===== src/rtl/gameconsole_pkg.sv =====
// gameconsole_pkg: shared raster geometry, line buffer widths and raster position type.
package gameconsole_pkg;
    localparam int SCREEN_W        = 320;
    localparam int SCREEN_H        = 240;
    localparam int SCREEN_HBLANK   = 80;
    localparam int SCREEN_VBLANK   = 80;
    localparam int LINEBUFF_BANK_W = 1;
    localparam int LINEBUFF_ADDR_W = 9;
    localparam int LINEBUFF_DATA_W = 32;
    localparam int LINE_TOTAL      = SCREEN_W + SCREEN_HBLANK;
    localparam int FRAME_TOTAL     = SCREEN_H + SCREEN_VBLANK;
    localparam int HCNT_W          = 9;
    localparam int VCNT_W          = 9;

    typedef struct packed {
        logic [HCNT_W-1:0] x;
        logic [VCNT_W-1:0] y;
    } raster_pos_t;
endpackage


===== src/rtl/video_timing_gen.sv =====
// video_timing_gen: hcnt/vcnt raster counters advanced by the pixel strobe, with blank decode.
module video_timing_gen
    import gameconsole_pkg::*;
#(
    parameter int H_ACTIVE = SCREEN_W,
    parameter int H_TOTAL  = LINE_TOTAL,
    parameter int V_ACTIVE = SCREEN_H,
    parameter int V_TOTAL  = FRAME_TOTAL
) (
    input  logic              clk,
    input  logic              rst,
    input  logic              i_pix_en,
    output logic [HCNT_W-1:0] o_hcnt,
    output logic [VCNT_W-1:0] o_vcnt,
    output logic              o_hblank,
    output logic              o_vblank,
    output logic              o_active
);
    logic [HCNT_W-1:0] r_hcnt;
    logic [VCNT_W-1:0] r_vcnt;
    logic              w_hwrap;
    logic              w_vwrap;

    assign w_hwrap  = r_hcnt == HCNT_W'(H_TOTAL - 1);
    assign w_vwrap  = r_vcnt == VCNT_W'(V_TOTAL - 1);
    assign o_hcnt   = r_hcnt;
    assign o_vcnt   = r_vcnt;
    assign o_hblank = r_hcnt >= HCNT_W'(H_ACTIVE);
    assign o_vblank = r_vcnt >= VCNT_W'(V_ACTIVE);
    assign o_active = !o_hblank && !o_vblank;

    // vcnt starts on the last blank line so the first strobe requests line 0
    always_ff @(posedge clk) begin
        if (rst) begin
            r_hcnt <= '0;
            r_vcnt <= VCNT_W'(V_TOTAL - 1);
        end else if (i_pix_en) begin
            r_hcnt <= w_hwrap ? '0 : r_hcnt + 1'b1;
            if (w_hwrap)
                r_vcnt <= w_vwrap ? '0 : r_vcnt + 1'b1;
        end
    end
endmodule


===== src/rtl/linebuff_scanout.sv =====
// linebuff_scanout: raster scan-out from the two-bank line buffer, one-line-ahead render
// requests, bank ready tracking, underrun detection and a fixed 2-clk output pipeline.
module linebuff_scanout #(
    parameter int SCREEN_W        = gameconsole_pkg::SCREEN_W,
    parameter int SCREEN_H        = gameconsole_pkg::SCREEN_H,
    parameter int SCREEN_HBLANK   = gameconsole_pkg::SCREEN_HBLANK,
    parameter int SCREEN_VBLANK   = gameconsole_pkg::SCREEN_VBLANK,
    parameter int LINEBUFF_BANK_W = gameconsole_pkg::LINEBUFF_BANK_W,
    parameter int LINEBUFF_ADDR_W = gameconsole_pkg::LINEBUFF_ADDR_W,
    parameter int LINEBUFF_DATA_W = gameconsole_pkg::LINEBUFF_DATA_W
) (
    input  logic                       clk,
    input  logic                       rst,
    input  logic                       pix_en,
    output logic                       lb_rd_en,
    output logic [LINEBUFF_BANK_W-1:0] lb_rd_bank,
    output logic [LINEBUFF_ADDR_W-1:0] lb_rd_addr,
    input  logic [LINEBUFF_DATA_W-1:0] lb_rd_data,
    output logic                       line_req,
    output logic [8:0]                 line_req_y,
    output logic [LINEBUFF_BANK_W-1:0] line_req_bank,
    input  logic                       line_done,
    output logic                       pix_valid,
    output logic [LINEBUFF_DATA_W-1:0] pix_data,
    output logic [8:0]                 pix_x,
    output logic [8:0]                 pix_y,
    output logic                       hblank,
    output logic                       vblank,
    output logic                       frame_start,
    output logic                       underrun,
    input  logic                       underrun_clr
);
    import gameconsole_pkg::*;

    localparam int H_TOTAL = SCREEN_W + SCREEN_HBLANK;
    localparam int V_TOTAL = SCREEN_H + SCREEN_VBLANK;
    localparam int NBANK   = 2 ** LINEBUFF_BANK_W;

    logic [HCNT_W-1:0]          w_hcnt;
    logic [VCNT_W-1:0]          w_vcnt;
    logic [VCNT_W-1:0]          w_next_y;
    logic                       w_hblank, w_vblank, w_active;
    logic                       w_stb, w_line_start, w_ls_act, w_req, w_done, w_rd, w_ur_set;
    logic [LINEBUFF_BANK_W-1:0] w_disp_bank, w_next_bank;
    logic [NBANK-1:0]           r_ready, w_ready_nxt;
    logic                       r_outstanding, r_line_ok, r_underrun;
    logic                       r_line_req;
    logic [VCNT_W-1:0]          r_line_req_y;
    logic [LINEBUFF_BANK_W-1:0] r_line_req_bank;
    logic                       r_s1_en, r_s1_valid, r_s1_hblank, r_s1_vblank, r_s1_fs;
    raster_pos_t                r_s1_pos, r_s2_pos;
    logic                       r_pix_valid, r_hblank, r_vblank, r_frame_start;
    logic [LINEBUFF_DATA_W-1:0] r_pix_data;

    video_timing_gen #(
        .H_ACTIVE (SCREEN_W),
        .H_TOTAL  (H_TOTAL),
        .V_ACTIVE (SCREEN_H),
        .V_TOTAL  (V_TOTAL)
    ) u_timing (
        .clk      (clk),
        .rst      (rst),
        .i_pix_en (pix_en),
        .o_hcnt   (w_hcnt),
        .o_vcnt   (w_vcnt),
        .o_hblank (w_hblank),
        .o_vblank (w_vblank),
        .o_active (w_active)
    );

    assign w_stb        = pix_en && !rst;
    assign w_line_start = w_stb && w_hcnt == '0;
    assign w_ls_act     = w_line_start && !w_vblank;
    assign w_next_y     = w_vcnt == VCNT_W'(V_TOTAL - 1) ? '0 : w_vcnt + 1'b1;
    assign w_req        = w_line_start && w_next_y < VCNT_W'(SCREEN_H);
    assign w_disp_bank  = LINEBUFF_BANK_W'(w_vcnt[0]);
    assign w_next_bank  = LINEBUFF_BANK_W'(w_next_y[0]);
    assign w_done       = line_done && r_outstanding;
    assign w_rd         = w_stb && w_active;
    assign w_ur_set     = w_ls_act && !r_ready[w_disp_bank];

    assign lb_rd_en      = w_rd;
    assign lb_rd_bank    = w_rd ? w_disp_bank : '0;
    assign lb_rd_addr    = w_rd ? LINEBUFF_ADDR_W'(w_hcnt) : '0;
    assign line_req      = r_line_req;
    assign line_req_y    = r_line_req_y;
    assign line_req_bank = r_line_req_bank;
    assign underrun      = r_underrun;
    assign pix_valid     = r_pix_valid;
    assign pix_data      = r_pix_data;
    assign pix_x         = r_s2_pos.x;
    assign pix_y         = r_s2_pos.y;
    assign hblank        = r_hblank;
    assign vblank        = r_vblank;
    assign frame_start   = r_frame_start;

    // a done lands on the previous request's bank before a coincident new request clears its own
    always_comb begin
        w_ready_nxt = r_ready;
        if (w_done)
            w_ready_nxt[r_line_req_bank] = 1'b1;
        if (w_req)
            w_ready_nxt[w_next_bank] = 1'b0;
    end

    always_ff @(posedge clk) begin
        if (rst) begin
            r_ready         <= '0;
            r_outstanding   <= 1'b0;
            r_line_ok       <= 1'b0;
            r_underrun      <= 1'b0;
            r_line_req      <= 1'b0;
            r_line_req_y    <= '0;
            r_line_req_bank <= '0;
        end else begin
            r_ready       <= w_ready_nxt;
            r_outstanding <= w_req || (r_outstanding && !w_done);
            r_line_req    <= w_req;
            if (w_req) begin
                r_line_req_y    <= w_next_y;
                r_line_req_bank <= w_next_bank;
            end
            if (w_ls_act)
                r_line_ok <= r_ready[w_disp_bank];
            r_underrun <= w_ur_set || (r_underrun && !underrun_clr);
        end
    end

    // stage 1 waits on the RAM read; stage 2 presents data with the delayed raster fields
    always_ff @(posedge clk) begin
        if (rst) begin
            r_s1_en       <= 1'b0;
            r_s1_valid    <= 1'b0;
            r_s1_hblank   <= 1'b0;
            r_s1_vblank   <= 1'b0;
            r_s1_fs       <= 1'b0;
            r_s1_pos      <= '0;
            r_s2_pos      <= '0;
            r_pix_valid   <= 1'b0;
            r_pix_data    <= '0;
            r_hblank      <= 1'b0;
            r_vblank      <= 1'b0;
            r_frame_start <= 1'b0;
        end else begin
            r_s1_en     <= pix_en;
            r_s1_valid  <= w_rd;
            r_s1_hblank <= pix_en && w_hblank;
            r_s1_vblank <= pix_en && w_vblank;
            r_s1_fs     <= pix_en && w_hcnt == '0 && w_vcnt == '0;
            if (pix_en)
                r_s1_pos <= '{x: w_hcnt, y: w_vcnt};
            if (r_s1_en)
                r_s2_pos <= r_s1_pos;
            r_pix_valid   <= r_s1_valid;
            r_pix_data    <= r_s1_valid && r_line_ok ? lb_rd_data : '0;
            r_hblank      <= r_s1_hblank;
            r_vblank      <= r_s1_vblank;
            r_frame_start <= r_s1_fs;
        end
    end
endmodule

===== config.mk =====
export PLATFORM = sky130hd
export DESIGN_NAME = linebuff_scanout
export DESIGN_NICKNAME = d
export VERILOG_FILES = /design/src/rtl/gameconsole_pkg.sv /design/src/rtl/video_timing_gen.sv /design/src/rtl/linebuff_scanout.sv
export SDC_FILE = /design/constraint.sdc
export NUM_CORES = 1
export LEC_CHECK = 0
export ABC_AREA = 1
export ABC_CLOCK_PERIOD_IN_PS = 1950
export CAP_MARGIN = 10
export CORE_UTILIZATION = 45
export CTS_CLUSTER_DIAMETER = 40
export CTS_CLUSTER_SIZE = 16
export DETAILED_ROUTE_END_ITERATION = 6
export GPL_TIMING_DRIVEN = 0
export HOLD_SLACK_MARGIN = 0.03
export PLACE_DENSITY = 0.74
export SLEW_MARGIN = 20
export SYNTH_ARGS = -nofsm -noshare
export SYNTH_HDL_FRONTEND = slang
export SYNTH_HIERARCHICAL = 1
export SYNTH_SLANG_ARGS = --single-unit

===== constraint.sdc =====
create_clock -name clk -period 1.95 [get_ports clk]
set_input_delay 0.2925 -clock clk [delete_from_list [all_inputs] [get_ports clk]]
set_output_delay 0.2925 -clock clk [all_outputs]
set_load 0.02 [all_outputs]

==> results by group, run 1 <==
Place
  – Placed cell areas: around 0.0058 mm^2
  – DP HPWL: just over 8 mm
  – RD Place Congestion: 0.880
  – Dpl cells: 838
  – Port Buffers: 112

Worst setup path
  – Worst R2R Start: u_timing/o_vcnt[0]
  – FF-to-FF path depth: 11
  – Crit path DAT: 1.59 ns
  – R2R setup slack: 0.18 ns
  – Worst Setup End Kind: output port
  – Setup CP Type: flop to output port
  – R2r endpoint: line_req_y[7]
  – CP startpoint kind: flop
  – CP Max Fanout: 5
  – Critical Path RT: ~1.7 ns

Global route
  – First-pass GRT wire length: 17.4 mm
  – Initial antenna violation count: 0
  – Vias in the first global route: 3776
  – Gr ovfl total: 0
  – Largest net degree at the start of global routing: 20
  – GR Util All Layers: between 20% and 30%

Timing
  – Fmax: 530 MHz
  – Clock skew: 0.0158 ns
  – RSZ-0062 raised after global routing: no
  – Tightest Pin Transition: 0.514 ns
  – Worst hold margin: 0.255 ns
  – Final Max Slew Viols: 0
  – Setup-failing EPs final: 0
  – Final period util: 96.7%
  – Final hold violation count: 0
  – Slew HR: between 60 and 70%
  – Tmin final: 1.89 ns

Clocking
  – # H-tree levels: 3
  – Num CTS Buffers: 9
  – TritonCTS clock tree: done
  – Root Driver: clkbuf_8
  – Clock Path Buffers: 2
  – Clock-pin slew on the worst setup and hold paths: 0.11 ns
  – Clk sinks: 110
  – Worst skew pair latency: roughly 0.38 ns

Run status
  – Run status: finished with violations
  – Failing checks: DRC

Route
  – Detailed Route WL: 10.9 mm
  – DR DRC count: 1
  – DR vias/cell: roughly 4.8
  – WL/cell: ~13 um
  – Vias post-DR: 4102
  – Initial detailed-routing violation count: 155
  – ANT nets after route: 0
  – Drt pass-1 iters: 7

Synthesis
  – Register area share after synthesis: about half
  – Yosys cell types: 38
  – Post-synth EDFFs: 0
  – Cell count after synthesis: 593
  – Synthesized area per cell: 7.57 um^2
  – Mapped Nets: roughly 640
  – Yosys reg bits: 110
  – Main synth FF type: dfxtp_1
  – Synth async-reset ratio: 0%
  – Mapped Area: 0.00449 mm^2
  – Synth warn: 6

Finish
  – Layout area overhead: 35.2%
  – Filler instances: 883
  – Layout cells sized above 1: 14.6%
  – Commonest non-fill, non-tap cell in the layout: nor2_1
  – Multi-input logic area: 0.00183 mm^2
  – Final core utilization: 62.3%
  – Most frequent cells in the layout: nor2_1, clkdlybuf4s50_1, dfxtp_1
  – Non-Filler Cell Area, Final: 0.00606 mm^2
  – Storage element area: 0.00223 mm^2
  – Non-Filler Instances: around 860
  – N_diodes: 0
  – Post-layout nets: around 770

Job
  – Max Cap Viol: 0

Worst hold path
  – Worst Hold End: hblank
  – Hold crit path type: primary input to flop
  – Hold_sp: rst
  – Hold Crit Depth: 2

Floorplanning
  – # IOs: 114
  – Die W: between 100 and 150 um
  – Die footprint: 0.0104 mm^2
  – Initial Util: around 46%
  – Cell Rows: 36
  – Die Ht: 102 um
  – CORE AREA: 0.00973 mm^2

Pwr
  – Total power: 0.00417 W
  – Peak VDD IR: 0.367 mV
  – PwrDens: 687 mW/mm^2
  – Pleak: 2.78 nW
## cells by family after synthesis
kind of cell	Yosys count	synth area share, %
adders and majority gates	6	1.67
AOI/OAI and AO/OA	81	9.90
buffers and inverters	120	10.7
DFF	110	49.1
xor gates and xnor gates	7	1.37
and+or+nand+nor	269	27.3
## layer usage
layer | wire, um | GRT usage [%]
met3 | 818 | 5.34
met4 | 171 | 7.69
met2 | 5330 | 39.1
met5 | 0 | 0
met1 | 4620 | 25.0
## registers in the layout (all words and copies together), names as in the netlist
register         cells
pix_data            32
r_s1_pos            18
line_req_y           9
pix_x                9
pix_y                9
u_timing/o_hcnt      9
u_timing/o_vcnt      9
r_ready              2
frame_start          1
hblank               1
line_req             1
pix_valid            1
r_line_ok            1
r_outstanding        1
r_s1_en              1
r_s1_fs              1
r_s1_hblank          1
r_s1_valid           1
r_s1_vblank          1
underrun             1
vblank               1
## power by group
| part | switching (W) | internal (W) | leakage (nW) |
|---|---|---|---|
| clock network | 0.000804 | 0.000611 | 0.0990 |
| logic | 0.000213 | 0.000193 | 1.78 |
| registers | 0.0000385 | 0.00231 | 0.897 |
| total | 0.00106 | 0.00311 | 2.78 |
## layout make-up
type                            instances  share of cell area [%]
Tap cell                              133                    2.74
Buffer                                 20                    1.82
Clock buffer                            9                    2.04
Multi-Input combinational cell        363                    30.2
Sequential cell                       110                    36.8
Clock inverter                          7                    1.38
Timing Repair Buffer                  119                    18.8
Inverter                              100                    6.29
## metrics by stage
stage | setup TNS, ns | setup WS [ns]
finish | 0 | 0.0642
global route | 0 | 0.00123
CTS | 0 | 0.0107
detailed placement | -15.48 | -1.05
global placement | -14.53 | -1.00
floorplan | 0 | 0.274
## synth_stat cells (4+ instances only)
cell | instances | area, um^2
a21oi_1 | 28 | 140
nand3_2 | 7 | 70.1
nand2_2 | 8 | 50.1
dfxtp_1 | 110 | 2200
nor2_1 | 118 | 443
nand4_1 | 6 | 37.5
ha_1 | 6 | 75.1
nor2_2 | 9 | 56.3
inv_1 | 89 | 334
nor3_1 | 6 | 30.0
nand2_1 | 80 | 300
nand3_1 | 23 | 115
o21ai_0 | 38 | 190
xor2_1 | 4 | 35.0
inv_2 | 6 | 22.5
a21oi_2 | 6 | 52.6
clkbuf_1 | 13 | 48.8
## critical path: stages (launching register included)
cell,delay (ns)
dfxtp_2,0.37
nor2_2,0.11
nor2_2,0.05
nor2_1,0.13
nand2_2,0.11
clkbuf_8,0.17
nor2_1,0.12
buf_4,0.16
## what timing repair did
action / CTS / global route
cloned: 1 / 0
hold buffers: 0 / 0
setup endpoints to repair: 16 / 21
pin swaps: 0 / 1
setup buffers: 3 / 3
resized for setup: 63 / 19
## worst max-delay path by stage
stage	slack (ns)	startpoint	endpoint	depth (start not counted)
floorplan	0.27	u_timing/o_vcnt[0]	line_req_y[3]	11
global placement	-1.00	pix_en	lb_rd_addr[7]	8
detailed placement	-1.05	pix_en	lb_rd_addr[3]	8
CTS	0.01	u_timing/o_vcnt[5]	lb_rd_addr[8]	6
global route	0.001	u_timing/o_vcnt[7]	lb_rd_addr[7]	7
finish	0.06	u_timing/o_hcnt[6]	lb_rd_addr[7]	7
Power figures use the tool's default switching activity.
==> run 2, diff against run 1 <==
==> constraint.sdc (replaced) <==
create_clock -name clk -period 1.95 [get_ports clk]
set_input_delay 0.2925 -clock clk [delete_from_list [all_inputs] [get_ports clk]]
set_output_delay 0.2925 -clock clk [all_outputs]
set_load 0.005 [all_outputs]
==> results by group, run 2 (synthesis results as in run 1) <==
Worst setup path
  – Buf/Inv on CP: 3 (+1)
  – CP cell instances: nor2_4 -> nor2_2 -> nor2_1 -> nand2_2 -> buf_4 -> clkbuf_4 -> nor2_2 -> buf_2
  – R2r endpoint: line_req_y[7]
  – Setup CP Type: flop to output port
  – Critical Path RT: 1.66 ns (about the same)
  – R2R setup slack: 0.18 ns (about the same)
  – FF-to-FF path depth: 11 (unchanged)
  – Most frequent CP cell: nor2_2
  – Slowest CP cell: dfxtp_4
  – Worst path max stage delay: 0.37 ns (about the same)
  – Worst R2R Start: u_timing/o_vcnt[0]
  – Worst Setup End Kind: output port
  – CP startpoint kind: flop
  – Last element of the critical path: lb_rd_addr[3]
  – Crit path DAT: 1.60 ns (about the same)
  – Crit. Startpoint: u_timing/o_hcnt[6]
  – Top delay family on crit path: simple AND/OR/NAND/NOR gates
  – CP Max Fanout: 4 (-1)
  – Cell depth of the worst setup path: 8 (+1)

Timing
  – Fmax: 528 MHz (-0.43%)
  – Tightest Pin Transition: 0.494 ns (-0.0197 ns)
  – Final period util: 97.1% (+0.42 points)
  – Clock skew: 0.0124 ns (-0.00340 ns)
  – Final Max Slew Viols: 0 (unchanged)
  – TNS Setup: 0 ns (unchanged)
  – Slew HR: 66.8% (+1.3 points)
  – RSZ-0062 raised after global routing: yes
  – Tmin final: 1.89 ns (+0.00815 ns)
  – Final hold violation count: 0 (unchanged)
  – Setup-failing EPs final: 0 (unchanged)
  – Worst Slack Setup Final: 0.0561 ns (-0.00815 ns)

Pwr
  – Pleak: 2.82 nW (+1.5%)
  – Comb pwr share: 8.8% (-1.0 points)
  – Sw Pwr: 0.00101 W (-4.3%)
  – Switching Share: 24.5% (-0.79 points)
  – PwrDens: 671 mW/mm^2 (-2.4%)
  – Reg power frac: 56.9% (+0.6 points)
  – Peak VDD IR: 0.367 mV (about the same)
  – Clock power share: 34.3% (+0.3 points)
  – P_int: 0.00311 W (-0.11%)

Run status
  – Failing checks: DRC
  – Run status: finished with violations

Finish
  – Filler instances: 869 (-1.6%)
  – Layout cells sized above 1: 15.4% (+0.81 points)
  – N_diodes: 0 (unchanged)
  – Layout area overhead: 36.8%
  – Number of flip-flops in the largest register: 32 (unchanged)
  – Post-layout nets: 773 (+0.91%)
  – Most frequent cells in the layout: nor2_1, clkdlybuf4s50_1, dfxtp_1
  – Commonest non-fill, non-tap cell in the layout: nor2_1

Floorplanning
  – Initial Util: 46.1% (unchanged)
  – Die footprint: 0.0104 mm^2 (unchanged)
  – # IOs: 114 (unchanged)
  – CORE AREA: 0.00973 mm^2 (unchanged)
  – Die W: 102 um (unchanged)
  – Die Ht: 102 um (unchanged)
  – Cell Rows: 36 (unchanged)

Route
  – DR vias/cell: 4.75 (-0.40%)
  – Drt pass-1 iters: 6 (-1)
  – WL/cell: 12.7 um (+0.30%)
  – Detailed Route WL: 11.1 mm (+1.1%)
  – ANT nets after route: 0 (unchanged)
  – Vias post-DR: 4119 (+0.41%)
  – DR DRC count: 1 (unchanged)
  – Initial detailed-routing violation count: 141 (-9.0%)

Clocking
  – Clock-pin slew on the worst setup and hold paths: 0.11 ns (about the same)
  – # H-tree levels: 3 (unchanged)
  – Worst skew pair latency: 0.38 ns (about the same)
  – Clk sinks: 110 (unchanged)
  – Root Driver: clkbuf_8
  – # hold bufs at CTS: 0 (unchanged)
  – TritonCTS clock tree: done
  – Num CTS Buffers: 9 (unchanged)
  – Clock Path Buffers: 2 (unchanged)

Place
  – Port Buffers: 112 (unchanged)
  – RD Place Congestion: 0.880 (unchanged)
  – DP HPWL: 8.31 mm (unchanged)
  – Setup WS pre-CTS: -0.952 ns (+0.103 ns)

Global route
  – Gr ovfl total: 0 (unchanged)
  – Vias in the first global route: 3795 (+0.50%)
  – GR Util All Layers: 21.8% (+0.12 points)
  – First-pass GRT wire length: 17.5 mm (+0.63%)
  – Largest net degree at the start of global routing: 20 (unchanged)
  – Initial antenna violation count: 0 (unchanged)

Worst hold path
  – Hold crit path type: primary input to flop

Job
  – Max Cap Viol: 0 (unchanged)
## run 2: how the worst min path moves through the flow
| stage | to | start | cells past startpoint |
|---|---|---|---|
| final | hblank | rst | 2 |
| after global routing | r_s1_hblank | rst | 2 |
| after CTS | hblank | rst | 2 |
| after detailed placement | vblank | r_s1_vblank | 2 |
| after global placement | vblank | r_s1_vblank | 2 |
| after floorplan | frame_start | r_s1_fs | 2 |
## run 2: power by group through the flow
stage / Combinational (W) / Clock [W] / Sequential (W)
floorplan: 0.000163 / 0 / 0.00240
global placement: 0.000352 / 0 / 0.00240
detailed placement: 0.000360 / 0 / 0.00240
CTS: 0.000363 / 0.00145 / 0.00235
global route: 0.000403 / 0.00154 / 0.00235
finish: 0.000362 / 0.00141 / 0.00234
## run 2: area by class of cell
class | count | area (um^2) | area share [%]
buffer | 20 | 110 | 1.79
clock buffer | 9 | 124 | 2.02
clock inverter | 7 | 83.8 | 1.37
inverter | 100 | 382 | 6.22
multi-input combinational | 363 | 1850 | 30.1
sequential | 110 | 2230 | 36.4
tap | 133 | 166 | 2.71
timing repair buffer | 126 | 1190 | 19.4
## run 2: stage by stage
stage | hold WS [ns] | utilization [%] | power (W) | cells | instance area (um^2)
after detailed placement | 0.409 | 59.3 | 0.00276 | 838 | 5770
after floorplan | 0.388 | - | 0.00256 | 593 | 4490
final | 0.260 | 63.1 | 0.00412 | 868 | 6140
after global placement | 0.403 | 59.3 | 0.00275 | 838 | 5770
after global routing | 0.266 | 63.1 | 0.00429 | 868 | 6140
after CTS | 0.255 | 62.4 | 0.00416 | 863 | 6070
## run 2: layer usage
metal / vias to the layer above / part of all wire (%) / GRT usage [%]
li1: 2106 / - / -
met3: 14 / 7.3 / 5.47
met4: 0 / 1.6 / 8.13
met5: - / 0 / 0
met1: 1875 / 42 / 25.0
met2: 124 / 49 / 39.2
## run 2: repair_timing
action | in CTS | in global routing
gates resized for setup | 54 | 21
pin swaps | 3 | 3
endpoints found under the hold margin | 0 | 0
buffers inserted | 8 | 5
endpoints found under the setup margin | 16 | 22
gates cloned | 1 | 0
==> run 3, diff against run 2 <==
--- a/config.mk
+++ b/config.mk
@@ -8,13 +8,14 @@
 export ABC_AREA = 1
 export ABC_CLOCK_PERIOD_IN_PS = 1950
 export CAP_MARGIN = 10
-export CORE_UTILIZATION = 45
+export CORE_MARGIN = 3
+export CORE_UTILIZATION = 49
 export CTS_CLUSTER_DIAMETER = 40
 export CTS_CLUSTER_SIZE = 16
 export DETAILED_ROUTE_END_ITERATION = 6
 export GPL_TIMING_DRIVEN = 0
 export HOLD_SLACK_MARGIN = 0.03
-export PLACE_DENSITY = 0.74
+export PLACE_DENSITY = 0.8
 export SLEW_MARGIN = 20
 export SYNTH_ARGS = -nofsm -noshare
 export SYNTH_HDL_FRONTEND = slang
==> results by group, run 3 (synthesis results as in run 1) <==
Route
  – WL/cell: 13.6 um (+6.6%)
  – ANT nets after route: 0 (unchanged)
  – Detailed Route WL: 11.4 mm (+3.2%)
  – Drt pass-1 iters: 7 (+1)
  – Initial detailed-routing violation count: 227 (+61%)
  – DR vias/cell: 4.99 (+5.1%)
  – DR DRC count: 3 (+2)
  – Vias post-DR: 4196 (+1.9%)

Place
  – Port Buffers: 112 (unchanged)
  – Dpl cells: 813 (-3.0%)
  – Placed cell areas: 0.00574 mm^2 (-0.54%)
  – DP HPWL: 8.42 mm (+1.4%)
  – RD Place Congestion: 0.858 (-2.5%)

Clocking
  – # hold bufs at CTS: 0 (unchanged)
  – Clock-pin slew on the worst setup and hold paths: 0.11 ns (about the same)
  – TritonCTS clock tree: done
  – Worst skew pair latency: 0.37 ns (about the same)
  – Clk sinks: 110 (unchanged)
  – Clock Path Buffers: 2 (unchanged)
  – Num CTS Buffers: 9 (unchanged)
  – # H-tree levels: 3 (unchanged)
  – Root Driver: clkbuf_8

Floorplanning
  – Die footprint: 0.0103 mm^2 (-0.32%)
  – CORE AREA: 0.00881 mm^2 (-9.5%)
  – Die Ht: 102 um (-0.16%)
  – Die W: 102 um (-0.16%)
  – # IOs: 114 (unchanged)
  – Initial Util: 51.0% (+4.8 points)
  – Cell Rows: 34 (-5.6%)

Worst setup path
  – Setup CP Type: flop to output port
  – CP startpoint kind: flop
  – Slowest CP cell: dfxtp_4
  – CP Max Fanout: 4 (unchanged)
  – Worst path max stage delay: 0.38 ns (about the same)
  – CP cell instances: nand2_4 -> o21ai_4 -> nor2_2 -> nand2_2 -> buf_8 -> buf_4 -> nor2_4 -> buf_2
  – FF-to-FF path depth: 9 (-2)
  – Critical Path RT: 1.66 ns (about the same)
  – Crit path DAT: 1.56 ns (-0.04 ns)
  – Worst Setup End Kind: output port

Timing
  – Clock skew: 0.0119 ns (-0.000497 ns)
  – Final period util: 95.2% (-1.9 points)
  – Setup-failing EPs final: 0 (unchanged)
  – Tmin final: 1.86 ns (-0.0368 ns)
  – Slew HR: 66.9% (+0.097 points)
  – Fmax: 538 MHz (+2.0%)
  – Worst hold margin: 0.225 ns (-0.0348 ns)
  – Final hold violation count: 0 (unchanged)
  – Final Max Slew Viols: 0 (unchanged)
  – Tightest Pin Transition: 0.493 ns (-0.00145 ns)

Finish
  – Non-Filler Cell Area, Final: 0.00609 mm^2 (-0.75%)
  – Non-Filler Instances: 841 (-3.1%)
  – Number of flip-flops in the largest register: 32 (unchanged)
  – Multi-input logic area: 0.00186 mm^2 (+0.27%)
  – Final core utilization: 69.2% (+6.1 points)
  – Post-layout nets: 771 (-0.26%)
  – Filler instances: 730 (-16%)
  – N_diodes: 0 (unchanged)
  – Most frequent cells in the layout: nor2_1, clkdlybuf4s50_1, dfxtp_1
  – Commonest non-fill, non-tap cell in the layout: nor2_1
  – Layout area overhead: 35.8%
  – Storage element area: 0.00224 mm^2 (+0.11%)
  – Layout cells sized above 1: 15.4% (+0.042 points)

Pwr
  – Pleak: 2.82 nW (about the same)
  – Total power: 0.00405 W (-1.8%)
  – Peak VDD IR: 0.326 mV (-11%)
  – PwrDens: 664 mW/mm^2 (-1.0%)

Worst hold path
  – Hold crit path type: primary input to flop
  – Hold Crit Depth: 2 (unchanged)

Global route
  – Initial antenna violation count: 0 (unchanged)
  – Largest net degree at the start of global routing: 22 (+10%)
  – First-pass GRT wire length: 17.5 mm (-0.19%)
  – Gr ovfl total: 0 (unchanged)
  – GR Util All Layers: 21.3% (-0.50 points)
  – Vias in the first global route: 3836 (+1.1%)

Run status
  – Failing checks: DRC
  – Run status: finished with violations

Job
  – Max Cap Viol: 0 (unchanged)
==> run 3: cell types whose count changed in the layout (fill, tap and decap cells not counted), sizes merged <==
| cell | change |
|---|---|
| clkbuf | -2 |
| clkinv | +1 |
| clkdlybuf4s15 | -1 |
| inv | +1 |
| dlygate4sd2 | -1 |
| clkinvlp | -1 |
| buf | +2 |
| bufinv | -1 |
==> run 3: per-stage QoR <==
step | setup WS [ns] | setup TNS (ns)
2_1_floorplan | 0.274 | 0
6_report | 0.0929 | 0
5_1_grt | -0.000143 | -0.000143
3_5_place_dp | -0.901 | -13.40
3_3_place_gp | -0.835 | -12.45
4_1_cts | 0.000520 | 0
==> run 3: path summary, 6_finish.rpt <==
| check | end | start | slack (ns) |
|---|---|---|---|
| worst min register to register | hblank | r_s1_hblank | 0.41 |
| worst min-delay path | r_outstanding | rst | 0.22 |
| worst max-delay path | lb_rd_addr[4] | u_timing/o_vcnt[6] | 0.09 |
| worst max register to register | r_ready[0] | u_timing/o_hcnt[7] | 0.16 |
==> run 3: cell type report <==
cell class	instances	share of cell area [%]
buffer	20	1.87
clock buffer	9	2.03
clock inverter	7	1.27
inverter	100	6.26
multi-input combinational	363	30.5
sequential	110	36.7
tap	108	2.22
timing repair buffer	124	19.2
==> run 3: repair_timing <==
action	in CTS	in global routing
endpoints found under the setup margin	16	23
buffers inserted	11	1
gates resized for setup	65	20
pin swaps	2	3
==> run 3: metal layers <==
| metal | global-route usage, % | wire length (um) | part of all wire (%) | up-vias |
|---|---|---|---|---|
| met5 | 0 | 0 | 0 | - |
| li1 | - | - | - | 2091 |
| met4 | 7.77 | 230 | 2.0 | 0 |
| met1 | 25.2 | 4750 | 42 | 1898 |
| met2 | 37.7 | 5490 | 48 | 185 |
| met3 | 4.82 | 943 | 8.3 | 22 |
==> run 3: worst max-delay path: cells and delay by family (launching register included) <==
kind                   cells  cell delay [ns]
AND/OR/NAND/NOR            4             0.26
flip-flops                 1             0.38
AO/OA/AOI/OAI              1             0.17
buffers and inverters      3             0.38
==> run 3: report_power, final <==
| group | switching, W | internal [W] | leakage, nW |
|---|---|---|---|
| registers | 0.0000393 | 0.00230 | 0.898 |
| clock network | 0.000837 | 0.000507 | 0.0979 |
| logic | 0.000167 | 0.000193 | 1.83 |
| total | 0.00104 | 0.00300 | 2.82 |
